[src/rtl/acq_controller.sv]
// acq_controller: sequences decimated capture into a sample buffer, then dumps it byte by byte to a UART.
// Optional transmit watchdog is enabled by defining ACQ_CTRL_TIMEOUT_EN.
module acq_controller #(
  parameter int ADDR_WIDTH     = 4,
  parameter int TIMEOUT_CYCLES = 65535
) (
  input  logic                  i_clock,
  input  logic                  i_reset_n,
  input  logic                  i_cmd_reset,
  input  logic                  i_cmd_sample,
  input  logic                  i_cmd_set_decim,
  input  logic [3:0]            i_cmd_param,
  input  logic                  i_sample_strobe,
  input  logic                  i_tx_done,
  output logic [3:0]            o_decim_factor,
  output logic                  o_dp_reset,
  output logic                  o_buf_wr_en,
  output logic                  o_buf_rd_en,
  output logic [ADDR_WIDTH-1:0] o_buf_addr,
  output logic                  o_tx_start,
  output logic                  o_busy,
  output logic                  o_done,
  output logic                  o_error
);

  typedef enum logic [2:0] {
    IDLE,
    CAPTURE,
    DUMP_RD,
    DUMP_TX,
    DUMP_WAIT
  } state_t;

  localparam logic [ADDR_WIDTH-1:0] LAST_ADDR = {ADDR_WIDTH{1'b1}};
  localparam int                    TMO_W     = $clog2(TIMEOUT_CYCLES + 1);
  localparam logic [TMO_W-1:0]      TMO_LAST  = TMO_W'(TIMEOUT_CYCLES - 1);

  // Command bit order: [0] reset, [1] set_decim, [2] sample
  logic [2:0] cmd_level;
  logic [2:0] cmd_prev_reg;
  logic [2:0] cmd_edge;

  assign cmd_level = {i_cmd_sample, i_cmd_set_decim, i_cmd_reset};

  for (genvar gi = 0; gi < 3; gi++) begin : g_cmd_edge
    always_ff @(posedge i_clock) begin
      if (!i_reset_n) begin
        cmd_prev_reg[gi] <= 1'b0;
      end else begin
        cmd_prev_reg[gi] <= cmd_level[gi];
      end
    end
    assign cmd_edge[gi] = cmd_level[gi] & ~cmd_prev_reg[gi];
  end

  state_t                  state_reg, state_next;
  logic [ADDR_WIDTH-1:0]   addr_reg, addr_next;
  logic [3:0]              cnt_reg, cnt_next;
  logic [3:0]              decim_reg, decim_next;
  logic                    dp_reset_reg, dp_reset_next;
  logic                    wr_en_reg, wr_en_next;
  logic                    rd_en_reg, rd_en_next;
  logic                    tx_start_reg, tx_start_next;
  logic                    busy_reg, busy_next;
  logic                    done_reg, done_next;
  logic                    error_next;
  logic                    last_wr_pending;

`ifdef ACQ_CTRL_TIMEOUT_EN
  logic [TMO_W-1:0]        tmo_reg, tmo_next;
  logic                    error_reg;
`endif

  // The write for the top address is still on the bus; a strobe in that cycle must not start another
  assign last_wr_pending = wr_en_reg && (addr_reg == LAST_ADDR);

  always_comb begin
    state_next    = state_reg;
    addr_next     = addr_reg;
    cnt_next      = cnt_reg;
    decim_next    = decim_reg;
    dp_reset_next = 1'b0;
    wr_en_next    = 1'b0;
    done_next     = 1'b0;
    error_next    = 1'b0;
`ifdef ACQ_CTRL_TIMEOUT_EN
    tmo_next      = tmo_reg;
`endif

    if (cmd_edge[0]) begin
      state_next    = IDLE;
      addr_next     = '0;
      cnt_next      = '0;
      dp_reset_next = 1'b1;
    end else begin
      case (state_reg)
        IDLE: begin
          if (cmd_edge[1]) begin
            decim_next = i_cmd_param;
          end else if (cmd_edge[2]) begin
            state_next = CAPTURE;
            addr_next  = '0;
            cnt_next   = '0;
          end
        end
        CAPTURE: begin
          if (wr_en_reg) begin
            if (addr_reg == LAST_ADDR) begin
              addr_next  = '0;
              state_next = DUMP_RD;
            end else begin
              addr_next = addr_reg + 1'b1;
            end
          end
          if (i_sample_strobe && !last_wr_pending) begin
            if (cnt_reg == 4'd0) begin
              wr_en_next = 1'b1;
              cnt_next   = decim_reg;
            end else begin
              cnt_next = cnt_reg - 1'b1;
            end
          end
        end
        DUMP_RD: begin
          state_next = DUMP_TX;
        end
        DUMP_TX: begin
          state_next = DUMP_WAIT;
`ifdef ACQ_CTRL_TIMEOUT_EN
          tmo_next   = '0;
`endif
        end
        DUMP_WAIT: begin
          if (i_tx_done) begin
            if (addr_reg == LAST_ADDR) begin
              addr_next  = '0;
              done_next  = 1'b1;
              state_next = IDLE;
            end else begin
              addr_next  = addr_reg + 1'b1;
              state_next = DUMP_RD;
            end
          end
`ifdef ACQ_CTRL_TIMEOUT_EN
          else if (tmo_reg == TMO_LAST) begin
            error_next = 1'b1;
            addr_next  = '0;
            state_next = IDLE;
          end else begin
            tmo_next = tmo_reg + 1'b1;
          end
`endif
        end
        default: begin
          state_next = IDLE;
          addr_next  = '0;
        end
      endcase
    end

    // Strobe-type outputs are registered copies of the state being entered
    rd_en_next    = (state_next == DUMP_RD);
    tx_start_next = (state_next == DUMP_TX);
    busy_next     = (state_next != IDLE);
  end

  always_ff @(posedge i_clock) begin
    if (!i_reset_n) begin
      state_reg    <= IDLE;
      addr_reg     <= '0;
      cnt_reg      <= '0;
      decim_reg    <= '0;
      dp_reset_reg <= 1'b0;
      wr_en_reg    <= 1'b0;
      rd_en_reg    <= 1'b0;
      tx_start_reg <= 1'b0;
      busy_reg     <= 1'b0;
      done_reg     <= 1'b0;
    end else begin
      state_reg    <= state_next;
      addr_reg     <= addr_next;
      cnt_reg      <= cnt_next;
      decim_reg    <= decim_next;
      dp_reset_reg <= dp_reset_next;
      wr_en_reg    <= wr_en_next;
      rd_en_reg    <= rd_en_next;
      tx_start_reg <= tx_start_next;
      busy_reg     <= busy_next;
      done_reg     <= done_next;
    end
  end

`ifdef ACQ_CTRL_TIMEOUT_EN
  always_ff @(posedge i_clock) begin
    if (!i_reset_n) begin
      tmo_reg   <= '0;
      error_reg <= 1'b0;
    end else begin
      tmo_reg   <= tmo_next;
      error_reg <= error_next;
    end
  end
  assign o_error = error_reg;
`else
  logic unused_tmo;
  assign unused_tmo = ^{TMO_LAST, error_next};
  assign o_error    = 1'b0;
`endif

  assign o_decim_factor = decim_reg;
  assign o_dp_reset     = dp_reset_reg;
  assign o_buf_wr_en    = wr_en_reg;
  assign o_buf_rd_en    = rd_en_reg;
  assign o_buf_addr     = addr_reg;
  assign o_tx_start     = tx_start_reg;
  assign o_busy         = busy_reg;
  assign o_done         = done_reg;

endmodule

[config.mk]
export PLATFORM = sky130hd
export DESIGN_NAME = acq_controller
export DESIGN_NICKNAME = d
export VERILOG_FILES = /design/src/rtl/acq_controller.sv
export SDC_FILE = /design/constraint.sdc
export NUM_CORES = 1
export LEC_CHECK = 0
export BUFFER_PORTS_ARGS = -buffer_cell sky130_fd_sc_hd__clkbuf_2
export CORE_MARGIN = 5
export CORE_UTILIZATION = 31
export CTS_CLUSTER_SIZE = 24
export DETAILED_ROUTE_END_ITERATION = 10
export GPL_ROUTABILITY_DRIVEN = 0
export GPL_TIMING_DRIVEN = 0
export PLACE_DENSITY = 0.49
export SKIP_LAST_GASP = 1
export SLEW_MARGIN = 30
export SYNTH_ARGS = -nofsm -noshare
export SYNTH_HDL_FRONTEND = slang
export SYNTH_SLANG_ARGS = --single-unit
[constraint.sdc]
create_clock -name i_clock -period 1.95 [get_ports i_clock]
set_input_delay 0.39 -clock i_clock [delete_from_list [all_inputs] [get_ports i_clock]]
set_output_delay 0.39 -clock i_clock [all_outputs]
set_load 0.02 [all_outputs]
==> metrics.txt <==
run status=completed; final hold vios=0; worst path cell trace=ha_1 -> nand3_1 -> nand4_1 -> o21ai_1 -> o211a_1 -> or3_1; RR Startpoint=o_buf_addr[0]; Post-Syn Area=0.00115 mm²; area grow syn2layout=21.8%; Detail Route Antenna Nets=0; largest cells by area after synthesis=dfxtp_1, a21oi_1, mux2i_1, nand2b_1, nor2b_1; Pins Over Slew Limit=0; Die Width=70.9 µm; DRT iter0 DRCs=49; crit path to=o_busy; Req. time, crit path=2.10 ns; layout cells sized above 1=25.3%; top_reg_cell synth=dfxtp_1; R2R depth=6; Final Skew=about 0.0016 ns; count of cell types in the netlist=37; CP Launch Type=flip-flop; cts hold-fix bufs=0; die height=70.9 µm; Post-Syn Instances=128; latest clock arrival within the worst-skew pair=0.26 ns; CTS sink cnt=24; fin cells=206; area leader, netlist=dfxtp_1; Hold Crit Class=in -> reg; f_max=~570 MHz; Synth Net Count=142; CTS tree=done; # setup viols final=0; Worst path max stage delay=about 0.41 ns; CP endpoint kind=flip-flop; initial antenna violation count=0; IO Count=26; Final Cycle Share=between 80% and 90%; largest net degree at the start of global routing=14; flop2flop setup slack=between 0.15 and 0.2 ns; number of placement rows=22; switching share of power=24.0%; crit path from=o_buf_addr[0]; clock buffer count from CTS=3; Max rail drop VDD=around 230 µV; CP Buf/Inv Count=0; Initial Util=31.6%; Via density=4.89; slowest stage cell on the critical path=dfxtp_1; CP top delay family=simple AND/OR/NAND/NOR gates; DP Worst Slack=between 0.2 and 0.25 ns; number of global-route vias before repair=just under 1,000; clock-pin slew on the worst setup and hold paths=0.08 ns; Final Power=0.000959 W; RSZ-0062 raised after global routing=no; clock network fraction of design power=about a third; Clock Path Buffers=2; final wirelength=2560 µm; DIE AREA=0.00503 mm²; sequential-to-total area share from yosys stat=a little over two fifths; top-count cell post-synth=dfxtp_1; asr flop ratio synth=0%; wire per inst=~12 µm; drc violations=0; critical path peak fanout=5; Max Cap Viol=0; Cell Int Power=roughly 0.00073 W; grt ovf=0; number of synthesized register bits=24; number of antenna diodes=0; Comb power frac=11.7%; final setup margin=0.200 ns; IO buf count=24; min Tclk post-route=between 1.5 and 2 ns; worst path arrival time=1.90 ns; Layout Nets=about 170; syn avg cell area=8.98 µm²; Crit Reg-Reg Endpoint=o_busy; Initial DRT Pass Iterations=5; H-tree Lvls=1; Sw Pwr=0.000231 W; Post-synth EDFFs=0; Synth Warn #=0; Vias=1,008; Static Leak=approximately 0.60 nW; first-pass GRT wire length=approximately 4300 µm; Core ar.=0.00363 mm²; stages on the worst setup path=6; dpl cells=200; Pwr Density=roughly 690 mW/mm²; share of the synthesized area in the top cell type=a little over two fifths; crit path kind=reg -> reg; Reg power frac=53.4%; gr usage total=10.6%; Post-synth top cells=dfxtp_1, a21oi_1, nand2_1; Post-DP HPWL=1950 µm; clock root buffer=clkbuf_8; Setup TNS=0 ns
[cell usage in the layout (no fill, tap or decap), types with 5 or more instances in the layout]
cell type and instances:
dfxtp_1 24, clkbuf_2 24, a21oi_1 10, nand2_1 8
nand3_1 7, nor2b_1 7, nand2b_1 7, nor2_1 6
mux2i_1 5
[metal layers]
metal / vias up / part of all wire [%] / GRT usage (%)
met3: 2 / 5.2 / 2.56
met2: 24 / 42 / 14.2
met5: - / 0 / 0
met4: 0 / 0.94 / 5.43
met1: 469 / 52 / 15.4
li1: 513 / - / -
[final cells by class]
cell class | count | area, µm²
buffer | 5 | 27.5
clock buffer | 4 | 55.1
fill | 396 | 2230
inverter | 3 | 11.3
multi-input combinational | 96 | 631
sequential | 24 | 480
tap | 48 | 60.1
timing repair buffer | 26 | 135
[worst min path at each step]
| stage | start | end | slack [ns] | cells after the start |
|---|---|---|---|---|
| floorplan | cmd_prev_reg[0] | o_dp_reset | 0.38 | 1 |
| global placement | cmd_prev_reg[0] | o_dp_reset | 0.40 | 1 |
| detailed placement | cmd_prev_reg[0] | o_dp_reset | 0.41 | 1 |
| CTS | i_cmd_set_decim | cmd_prev_reg[1] | 0.33 | 2 |
| global route | i_cmd_set_decim | cmd_prev_reg[1] | 0.35 | 2 |
| finish | i_cmd_set_decim | cmd_prev_reg[1] | 0.33 | 2 |
[cell families (layout without fill, tap and decap cells)]
| family | count (synthesis) | in the layout | synth area share [%] |
|---|---|---|---|
| other cells | 1 | 1 | 0.326 |
| flops | 24 | 24 | 41.8 |
| compound gates | 30 | 30 | 18.4 |
| buf+inv | 8 | 38 | 3.37 |
| simple gates | 57 | 57 | 28.5 |
| mux | 5 | 5 | 4.35 |
| fa+ha+maj | 3 | 3 | 3.26 |
[metrics by stage]
step	hold WS, ns	cell area, µm²	utilization, %
final	0.335	1400	38.5
after global routing	0.346	1400	38.5
after CTS	0.329	1390	38.1
after detailed placement	0.413	1330	36.6
after global placement	0.398	1330	36.6
after floorplan	0.383	1150	-
[timing repair]
action | in CTS | in global routing
resized for setup | 0 | 0
hold endpoints to repair | 0 | 0
buffers inserted | 0 | 2
endpoints found under the setup margin | 0 | 1
[power by group through the flow]
stage | Combinational, W | Clock (W) | Sequential [W]
floorplan | 0.0000685 | 0 | 0.000531
global route | 0.000125 | 0.000357 | 0.000514
global placement | 0.000111 | 0 | 0.000523
finish | 0.000112 | 0.000335 | 0.000513
detailed placement | 0.000112 | 0 | 0.000524
CTS | 0.000112 | 0.000346 | 0.000512
Note: power is estimated with default switching activity, not from simulation.
